## src/rtl/mem_arb_pkg.sv

```systemverilog
// Shared types and default bus widths for the memory arbiter.
// Imported by the arbiter and by the CPU top level.
package mem_arb_pkg;

  localparam int MEM_ARB_AW = 5;
  localparam int MEM_ARB_DW = 8;
  localparam int MEM_ARB_WAIT_MAX = 15;

  typedef enum logic [1:0] {
    IDLE    = 2'd0,
    RD_WAIT = 2'd1,
    ACK     = 2'd2
  } arb_state_e;

endpackage

```

## src/rtl/mem_arb_starve_cnt.sv

```systemverilog
// Saturating host wait counter with clear.
// starve_o flags that the host has waited WAIT_MAX cycles.
module mem_arb_starve_cnt
  import mem_arb_pkg::*;
#(
  parameter int WAIT_MAX = MEM_ARB_WAIT_MAX
) (
  input  logic clk_i,
  input  logic rst_i,
  input  logic inc_i,
  input  logic clr_i,
  output logic starve_o
);

  localparam int CW = $clog2(WAIT_MAX + 1);
  localparam logic [CW-1:0] MAXV = CW'(WAIT_MAX);

  logic [CW-1:0] cnt_q, cnt_d;
  logic          starve_q, starve_d;

  // Next count: clear wins, otherwise count up and stick at the limit.
  // The flag is compared against the next count so it drops the cycle
  // after a clear.
  always_comb begin
    cnt_d = cnt_q;
    if (clr_i) begin
      cnt_d = '0;
    end else if (inc_i && (cnt_q != MAXV)) begin
      cnt_d = cnt_q + 1'b1;
    end
    starve_d = (cnt_d == MAXV);
  end

  // Counter and flag registers.
  always_ff @(posedge clk_i) begin
    if (rst_i) begin
      cnt_q    <= '0;
      starve_q <= 1'b0;
    end else begin
      cnt_q    <= cnt_d;
      starve_q <= starve_d;
    end
  end

  assign starve_o = starve_q;

endmodule

```

## src/rtl/mem_arbiter.sv

```systemverilog
// CPU/host arbiter for the shared synchronous-read memory.
// Define MEM_ARB_HALT_GATE_EN to grant the host only while cpu_halt=1.
module mem_arbiter
  import mem_arb_pkg::*;
#(
  parameter int AW       = MEM_ARB_AW,
  parameter int DW       = MEM_ARB_DW,
  parameter int WAIT_MAX = MEM_ARB_WAIT_MAX
) (
  input  logic          clk,
  input  logic          rst,
  input  logic          cpu_rd,
  input  logic          cpu_wr,
  input  logic [AW-1:0] cpu_addr,
  input  logic [DW-1:0] cpu_wdata,
  output logic [DW-1:0] cpu_rdata,
  input  logic          cpu_halt,
  input  logic          host_req,
  input  logic          host_we,
  input  logic [AW-1:0] host_addr,
  input  logic [DW-1:0] host_wdata,
  output logic          host_gnt,
  output logic          host_ack,
  output logic [DW-1:0] host_rdata,
  output logic          host_starve,
  output logic          mem_rd,
  output logic          mem_wr,
  output logic [AW-1:0] mem_addr,
  output logic [DW-1:0] mem_wdata,
  input  logic [DW-1:0] mem_rdata
);

  arb_state_e    state_q, state_d;
  logic          host_ack_q, host_ack_d;
  logic [DW-1:0] host_rdata_q, host_rdata_d;
  logic          cpu_busy;
  logic          halt_ok;
  logic          gnt;
  logic          wait_inc;
  logic          wait_clr;

  assign cpu_busy = cpu_rd | cpu_wr;

`ifdef MEM_ARB_HALT_GATE_EN
  assign halt_ok = cpu_halt;
`else
  logic unused_halt;
  assign unused_halt = cpu_halt;
  assign halt_ok     = 1'b1;
`endif

  assign gnt = (state_q == IDLE) & host_req & ~cpu_busy
             & ~rst & halt_ok;

  assign host_gnt  = gnt;
  assign cpu_rdata = mem_rdata;

  // Memory port mux: host only in its granted slot, CPU otherwise.
  always_comb begin
    mem_rd    = cpu_rd;
    mem_wr    = cpu_wr;
    mem_addr  = cpu_addr;
    mem_wdata = cpu_wdata;
    if (gnt) begin
      mem_rd    = ~host_we;
      mem_wr    = host_we;
      mem_addr  = host_addr;
      mem_wdata = host_wdata;
    end
  end

  // Host transaction sequencing and read-data capture.
  always_comb begin
    state_d      = state_q;
    host_rdata_d = host_rdata_q;
    unique case (state_q)
      IDLE: begin
        if (gnt) begin
          state_d = host_we ? ACK : RD_WAIT;
        end
      end
      RD_WAIT: begin
        state_d      = ACK;
        host_rdata_d = mem_rdata;
      end
      ACK: begin
        state_d = IDLE;
      end
      default: begin
        state_d = IDLE;
      end
    endcase
    host_ack_d = (state_d == ACK);
  end

  // State and host-side output registers.
  always_ff @(posedge clk) begin
    if (rst) begin
      state_q      <= IDLE;
      host_ack_q   <= 1'b0;
      host_rdata_q <= '0;
    end else begin
      state_q      <= state_d;
      host_ack_q   <= host_ack_d;
      host_rdata_q <= host_rdata_d;
    end
  end

  assign host_ack   = host_ack_q;
  assign host_rdata = host_rdata_q;

  assign wait_inc = (state_q == IDLE) & host_req & ~gnt;
  assign wait_clr = gnt | ~host_req;

  mem_arb_starve_cnt #(
    .WAIT_MAX (WAIT_MAX)
  ) u_starve (
    .clk_i    (clk),
    .rst_i    (rst),
    .inc_i    (wait_inc),
    .clr_i    (wait_clr),
    .starve_o (host_starve)
  );

endmodule

```

## config.mk

```make
export PLATFORM = sky130hd
export DESIGN_NAME = mem_arbiter
export DESIGN_NICKNAME = d
export VERILOG_FILES = /design/src/rtl/mem_arb_pkg.sv /design/src/rtl/mem_arb_starve_cnt.sv /design/src/rtl/mem_arbiter.sv
export SDC_FILE = /design/constraint.sdc
export NUM_CORES = 1
export LEC_CHECK = 0
export CELL_PAD_IN_SITES_DETAIL_PLACEMENT = 1
export CELL_PAD_IN_SITES_GLOBAL_PLACEMENT = 1
export CORE_ASPECT_RATIO = 1.4
export CORE_MARGIN = 5
export CORE_UTILIZATION = 22
export CTS_BUF_LIST = sky130_fd_sc_hd__clkbuf_8
export DETAILED_ROUTE_END_ITERATION = 8
export PLACE_DENSITY_LB_ADDON = 0.1
export SLEW_MARGIN = 10
export SYNTH_ARGS = -nofsm -noshare
export SYNTH_HDL_FRONTEND = slang
export SYNTH_SLANG_ARGS = --single-unit
```

## constraint.sdc

```tcl
create_clock -name clk -period 4.3 [get_ports clk]
set_input_delay 0.645 -clock clk [delete_from_list [all_inputs] [get_ports clk]]
set_output_delay 0.645 -clock clk [all_outputs]
set_load 0.02 [all_outputs]
```

==> results.cfg, run 1 <==
[outcome]
status = complete, no violations

[synth]
yosysSeqAreaShare_pct = 36.3
syn_nets = 162
yosysWarnings = 0
synthCells = 120
synth_area_per_cell_um2 = 7.35
ys_seq_elements = 16
synth.distinct_cells = 29
syn_area_um2 = 882

[worst_hold_path]
hold_class = reg -> reg
holdPathEnd = u_starve.cnt_q[3]
whs_path_depth = 1
hold_start = u_starve.cnt_q[3]

[route]
met3_wirelength_um = 242
via_per_inst = 4.61
remaining_drc_errors = 0
firstDrtPassIters = 4
wl_met1_um = 1400
num_vias = 1055
routedWlPerCell_um = 13.7
highest-signal-layer = met4
drt_iter0_markers = 10
wl_met2_um = 1470
route.final.wire_length_um = 3140
detail-route-antenna-nets = 0

[grt]
grt_max_degree = 18
grt_pass1_vias = 1100
grt_overflow = 0
grt_pass1_wl_um = 5220
antenna_found_initial = 0
grt_usage_pct = 11.5

[clocking]
clk_latency_ns = 0.24
cts_tree = done
cts_max_level = 1
cts_hold_buf = 0
post_cts_buffers = 0
clock_sink_count = 16
cts_made_buffers = 3
clockBufferDepth = 2
cts_resized = 0
cts-root-buf = clkbuf_8
clk_pin_slew_ns = 0.06

[critical_path]
worstRegToRegCells = 4
crit_path_end_kind = primary output
critical_path.top_delay_family = buffers and inverters
cp_common_cell = clkdlybuf4s50_1
crit_slowest_cell = clkdlybuf4s50_1
r2r-end = u_starve.starve_o
critPathKind = in -> out
path_buf_inv = 4
path_max_fanout = 17
path_cells = clkdlybuf4s50_1, buf_4, nor2b_1, nand2_1, clkinv_1, a21o_1, clkdlybuf4s50_1
cp.arrival_ns = 2.69
crit_path_max_incr_delay_ns = 0.54
crit_required_ns = 3.65
rr_startpoint = state_q[1]
cp-start-kind = input pin
r2r_slack_ns = 2.47

[sta]
min_period_ns = 3.33
fin_skew_ns = 0.00111
layout_setup_ws_ns = 0.970
worst_pin_slew_ns = 0.903
max_freq_ghz = 0.300
finalSetupViolCount = 0
maxSlewHeadroom_pct = 39.7
rsz0062_at_grt = false
setup_tns_ns = 0
final_max_slew_viol_count = 0
hold_viol_final = 0
period_share_pct = 77.4

[floorplan]
core_um2 = 3920
ios = 75
die_h_um = 84.9
die-width_um = 63.5
dieArea_um2 = 5390
initial_core_util_pct = 22.5
row_count = 27

[finish]
diodes = 0
drive_above_1_share_pct = 4.30
final_cells = 229
finalNetCount = 229
area_delta_synth_final_pct = 87.8

[power]
vdd_drop_max_uv = 200
p_leak_nw = 0.663
powerDensity_nw_per_um2 = 236

[placed_design]
place_congestion = 0.654
placed_cells = 225
dp_hpwl_um = 2600
dp_slack_ns = 0.936
portBuffers = 73

[run]
drv_cap = 0
==> through the flow <==
step	hold WS, ns	cell area, um^2	total power (W)	utilization, %
after floorplan	0.454	882	0.000202	-
after global routing	0.519	1660	0.000416	42.3
after global placement	0.473	1600	0.000266	40.9
final	0.493	1660	0.000391	42.3
after CTS	0.502	1660	0.000400	42.3
after detailed placement	0.487	1600	0.000268	40.9
==> layer usage <==
layer,up-vias,global-route usage (%)
met2,57,20.2
met1,478,14.0
met4,0,2.27
li1,518,-
met3,2,3.18
met5,-,0
==> kinds of logic after synthesis <==
kind of cell	after synthesis	share of synthesized area [%]
and+or+nand+nor	68	33.8
adders and majority gates	1	1.42
xor gates and xnor gates	1	0.993
DFF	16	36.3
AOI/OAI and AO/OA	9	6.95
muxes	9	10.2
buffers and inverters	16	10.4
==> synthesized netlist by cell type <==
library cell,instances,share of area (%)
inv_1,2,0.85
nor3_1,2,1.1
a21o_1,1,0.85
nor2b_1,2,1.4
and3_1,2,1.4
and4_1,1,0.99
xnor2_1,1,0.99
buf_1,1,0.43
nor3b_1,2,1.7
o21ai_0,1,0.57
o211ai_1,1,0.85
buf_4,8,6.8
or3_1,1,0.71
nor4_2,1,1.4
nand3_1,1,0.57
nor4_1,1,0.71
a31oi_1,3,2.1
a211oi_1,1,0.85
clkbuf_1,3,1.3
a311o_1,1,1.1
or2_2,1,0.71
dfxtp_1,16,36
mux2i_1,9,10
clkinv_1,1,0.43
clkbuf_2,1,0.57
nor2_1,12,5.1
nand2_1,42,18
ha_1,1,1.4
a21oi_1,1,0.57
==> placed cells by master, fill, tap and decap left out, types with 2 or more instances in the layout <==
cell,n
a31oi_1,3
buf_4,2
clkbuf_8,4
clkdlybuf4s50_1,73
nor2b_1,2
inv_1,2
nor3_1,2
nor2_1,12
and3_1,2
dfxtp_1,16
nand2_1,42
mux2i_1,9
nor3b_1,2
==> final cells by class <==
| type | count | area, um^2 |
|---|---|---|
| clock buffers | 4 | 55.1 |
| well taps | 43 | 53.8 |
| multi-input cells | 88 | 470 |
| fillers | 505 | 2260 |
| flip-flops and latches | 16 | 320 |
| inverters | 3 | 11.3 |
| repair buffers | 75 | 746 |
==> flip-flops by register name, indices dropped and copies added (netlist names) <==
register,cells
host_ack,1
host_rdata,8
state_q,2
u_starve.cnt_q,4
u_starve.starve_o,1
==> worst register-to-register path, cell delays in order (launching register included) <==
cell	delay, ns
dfxtp_1	0.35
nor3b_1	0.62
o211ai_1	0.30
mux2i_1	0.20
nor4_2	0.28
==> report_power, final <==
part | internal, W | total, W | switching (W) | leakage [nW]
sequential | 0.000150 | 0.000152 | 0.00000138 | 0.129
clock | 0.0000809 | 0.000128 | 0.0000467 | 0.0288
combinational | 0.0000651 | 0.000112 | 0.0000469 | 0.505
total | 0.000296 | 0.000391 | 0.0000950 | 0.663
==> worst max-delay path by stage <==
stage / start / endpoint / cells past startpoint
floorplan: cpu_wr / mem_addr[0] / 6
global placement: rst / mem_wr / 7
detailed placement: rst / mem_wr / 7
CTS: rst / mem_wr / 7
global route: rst / mem_wr / 7
finish: rst / mem_wr / 7
No activity file was read; power rests on OpenSTA's default activity.
==> run 2, diff against run 1 <==
Settings changed: CORE_UTILIZATION 22 to 21.
Clock period 4.3 ns to 3.35 ns, I/O delays scaled along.
==> results.cfg, run 2 (synthesis results as in run 1) <==
[outcome]
status = complete, no violations

[finish]
final_cell_mix = 73 x clkdlybuf4s50_1, 42 x nand2_1, 16 x dfxtp_1, 12 x nor2_1, 9 x mux2i_1
final_cells = 231
drive_above_1_share_pct = 4.30
finalNetCount = 229
diodes = 0
filler_cell_count = 510
final_design_area_no_fill_um2 = 1660
largest_register_ffs = 8
mostFrequentLayoutCell = clkdlybuf4s50_1
area_delta_synth_final_pct = 88.1

[critical_path]
startpoint = cpu_wr
cp.arrival_ns = 2.59
critPathKind = in -> out
cp_common_cell = clkdlybuf4s50_1
crit_path_max_incr_delay_ns = 0.53
critical_path.top_delay_family = buffers and inverters
r2r-end = u_starve.starve_o
path_max_fanout = 17
rr_startpoint = state_q[1]
worstSetupPathDepth = 6
r2r_slack_ns = 1.42
worstRegToRegCells = 5
crit_required_ns = 2.85
cp-start-kind = input pin
path_cells = clkdlybuf4s50_1, nor4_1, nand2_1, clkinv_1, a21o_1, clkdlybuf4s50_1
endpoint = mem_wr
crit_slowest_cell = clkdlybuf4s50_1
path_buf_inv = 3
crit_path_end_kind = primary output

[clocking]
cts_max_level = 1
cts_tree = done
clk_pin_slew_ns = 0.06
cts_hold_buf = 0
clockBufferDepth = 2
clk_latency_ns = 0.24
cts_made_buffers = 3
clock_sink_count = 16
post_cts_buffers = 0
cts_resized = 0
cts-root-buf = clkbuf_8

[power]
powerDensity_nw_per_um2 = 306
p_comb_share_pct = 28.5
p_leak_nw = 0.663
p_switching_w = 0.000128
p_seq_share_pct = 38.3
switching_share_pct = 25.1
vdd_drop_max_uv = 231
clkPwrFrac_pct = 33.2
p_int_w = 0.000381

[sta]
worst_pin_slew_ns = 0.960
period_share_pct = 92.2
rsz0062_at_grt = false
final_max_slew_viol_count = 0
maxSlewHeadroom_pct = 35.9
min_period_ns = 3.09
layout_setup_ws_ns = 0.260
max_freq_ghz = 0.324
setup_tns_ns = 0
fin_skew_ns = 0.000964
finalSetupViolCount = 0
hold_viol_final = 0

[floorplan]
die_h_um = 86.7
dieArea_um2 = 5620
core_um2 = 4130
ios = 75
initial_core_util_pct = 21.3
row_count = 28
die-width_um = 64.8

[grt]
grt_pass1_wl_um = 5720
grt_overflow = 0
grt_pass1_vias = 1174
grt_usage_pct = 13.0
grt_max_degree = 18
antenna_found_initial = 0

[placed_design]
dp_slack_ns = 0.197
dp_hpwl_um = 2880
place_congestion = 0.711
dpl_cell_area_um2 = 1600
placed_cells = 227
portBuffers = 73

[route]
detail-route-antenna-nets = 0
via_per_inst = 4.54
route.final.wire_length_um = 3410
routedWlPerCell_um = 14.7
remaining_drc_errors = 0
firstDrtPassIters = 2
drt_iter0_markers = 28
num_vias = 1049

[run]
drv_cap = 0

[worst_hold_path]
hold_class = reg -> reg
==> run 2: worst min-delay path by stage <==
stage	from	to	slack (ns)	cells after the start
2_1_floorplan	u_starve.cnt_q[3]	u_starve.cnt_q[3]	0.45	1
3_3_place_gp	u_starve.cnt_q[3]	u_starve.cnt_q[3]	0.47	1
3_5_place_dp	host_rdata[4]	host_rdata[4]	0.49	2
4_1_cts	host_rdata[6]	host_rdata[6]	0.51	2
5_1_grt	host_rdata[2]	host_rdata[2]	0.54	2
6_report	host_rdata[6]	host_rdata[6]	0.50	2
==> run 2: layer usage <==
layer	global-route usage, %	up-vias	wire length (um)
li1	-	516	-
met1	12.7	494	1220
met2	26.5	37	2000
met3	2.59	2	169
met4	4.04	0	25
met5	0	-	0
==> run 2: worst reg2reg max path, stage by stage, from the launching register on <==
cell and delay [ns]:
dfxtp_1 0.40, nor4_1 0.08, nand2_1 0.19, clkinv_1 0.46, a311o_1 0.48, nor4_2 0.23
==> run 2: area by class of cell <==
| type | instances | area [um^2] | share of cell area [%] |
|---|---|---|---|
| clock buffers | 4 | 55.1 | 3.32 |
| inverters | 3 | 11.3 | 0.679 |
| multi-input cells | 88 | 470 | 28.4 |
| flip-flops and latches | 16 | 320 | 19.3 |
| well taps | 45 | 56.3 | 3.39 |
| repair buffers | 75 | 746 | 44.9 |
==> run 2: through the flow <==
step                utilization [%]  total power, W  hold WS (ns)
floorplan                         -        0.000259         0.454
finish                         40.1        0.000508         0.499
global route                   40.1        0.000534         0.543
CTS                            40.1        0.000519         0.505
global placement               38.8        0.000343         0.472
detailed placement             38.8        0.000346         0.488
==> run 2: power by group through the flow <==
| stage | logic (W) | clock network, W | registers, W |
|---|---|---|---|
| after CTS | 0.000148 | 0.000177 | 0.000195 |
| after global placement | 0.000144 | 0 | 0.000199 |
| after detailed placement | 0.000147 | 0 | 0.000199 |
| final | 0.000145 | 0.000169 | 0.000195 |
| after global routing | 0.000156 | 0.000183 | 0.000195 |
| after floorplan | 0.0000583 | 0 | 0.000200 |
==> run 3, diff against run 2 <==
Settings changed: CAP_MARGIN from default to 5, SETUP_SLACK_MARGIN from default to 0.15.
==> results.cfg, run 3 (synthesis results as in run 1) <==
[finish]
final_cell_mix = 73 x clkdlybuf4s50_1, 42 x nand2_1, 16 x dfxtp_1, 12 x nor2_1, 9 x mux2i_1
area_delta_synth_final_pct = 90.8
finalNetCount = 232
final_cells = 234
diodes = 0
regArea_um2 = 320
largest_register_ffs = 8
filler_cell_count = 507
utilization_pct = 40.7
drive_above_1_share_pct = 6.35
mostFrequentLayoutCell = clkdlybuf4s50_1
final_design_area_no_fill_um2 = 1680
multi_input_area_um2 = 470

[floorplan]
die_h_um = 86.7
dieArea_um2 = 5620
die-width_um = 64.8
ios = 75
row_count = 28
initial_core_util_pct = 21.3
core_um2 = 4130

[sta]
fin_skew_ns = 0.000909
period_share_pct = 90.7
rsz0062_at_grt = false
max_freq_ghz = 0.329
worst_pin_slew_ns = 0.956
final_max_slew_viol_count = 0
finalSetupViolCount = 0
maxSlewHeadroom_pct = 36.1
setup_tns_ns = 0
hold_viol_final = 0
min_period_ns = 3.04

[critical_path]
rr_startpoint = state_q[1]
path_max_fanout = 8
critPathKind = in -> out
cp-start-kind = input pin
crit_required_ns = 2.85
crit_path_max_incr_delay_ns = 0.60
startpoint = cpu_wr
critical_path.top_delay_family = buffers and inverters
crit_slowest_cell = clkdlybuf4s50_1
path_cells = clkdlybuf4s50_1, nor4_1, nand2_1, clkinvlp_2, nand2_1, nand2_1, clkdlybuf4s50_1
cp_common_cell = nand2_1
cp.arrival_ns = 2.54
path_buf_inv = 3
crit_path_end_kind = primary output

[route]
route.final.wire_length_um = 3520
remaining_drc_errors = 0
routedWlPerCell_um = 15.1
via_per_inst = 4.55
drt_iter0_markers = 30
wl_met2_um = 2050
detail-route-antenna-nets = 0
wl_met1_um = 1260
met3_wirelength_um = 183
firstDrtPassIters = 3
highest-signal-layer = met4
num_vias = 1065

[worst_hold_path]
hold_start = host_rdata[6]
hold_class = reg -> reg

[placed_design]
place_congestion = 0.711
dp_hpwl_um = 2880
portBuffers = 73
dpl_cell_area_um2 = 1600
placed_cells = 227

[grt]
grt_pass1_vias = 1174
grt_overflow = 0
grt_usage_pct = 13.0
antenna_found_initial = 0
grt_max_degree = 18
grt_pass1_wl_um = 5720

[power]
powerDensity_nw_per_um2 = 303
vdd_drop_max_uv = 230
p_leak_nw = 0.672

[clocking]
cts-root-buf = clkbuf_8
clock_sink_count = 16
clockBufferDepth = 2
cts_made_buffers = 3
clk_pin_slew_ns = 0.06
cts_hold_buf = 0
cts_max_level = 1
clk_latency_ns = 0.25
cts_tree = done

[outcome]
status = complete, no violations

[run]
drv_cap = 0
-- run 3: changes by cell type in the layout (fill, tap and decap cells not counted) --
cell / previous run / this run
clkinvlp_4: 0 / 1
buf_4: 2 / 4
clkinv_1: 1 / 0
clkinvlp_2: 0 / 1
-- run 3: path summary, 6_finish.rpt --
check                 endpoint  slack [ns]  cells past startpoint
max               mem_wdata[3]        0.31                      7
min              host_rdata[6]        0.50                      2
max reg2reg  u_starve.starve_o        1.33                      6
min reg2reg      host_rdata[6]        0.50                      2
-- run 3: metrics by stage --
step,setup WS (ns),total power [W],hold slack (ns)
2_1_floorplan,1.16,0.000259,0.454
3_3_place_gp,0.246,0.000343,0.472
3_5_place_dp,0.197,0.000346,0.488
4_1_cts,0.191,0.000519,0.505
5_1_grt,0.142,0.000536,0.543
6_report,0.311,0.000511,0.499
-- run 3: power by group --
part / internal [W] / total (W) / switching, W
sequential: 0.000193 / 0.000195 / 0.00000186
clock: 0.000104 / 0.000169 / 0.0000650
combinational: 0.0000845 / 0.000147 / 0.0000621
-- run 3: layout make-up --
class                      count  share of cell area, %
tap                           45                   3.35
sequential                    16                   19.0
multi-input combinational     88                   28.0
inverter                       3                  0.892
clock buffer                   4                   3.27
timing repair inverter         1                  0.297
timing repair buffer          77                   45.2
-- run 3: what timing repair did --
action                                 4_1_cts  5_1_grt
setup endpoints to repair                    0       14
gates resized for setup                      0        1
endpoints found under the hold margin        0        0
buffers inserted                             0        2
-- run 3: worst register-to-register path: cells and delay by family, from the launching register on --
| kind | cells | cell delay [ns] |
|---|---|---|
| compound gates | 1 | 0.30 |
| buf+inv | 2 | 0.67 |
| flops | 1 | 0.39 |
| simple gates | 3 | 0.57 |
-- run 3: per-layer routing --
layer	up-vias	GRT usage, %
met5	-	0
met2	39	26.5
met3	2	2.59
met4	0	4.04
met1	501	12.7
li1	523	-
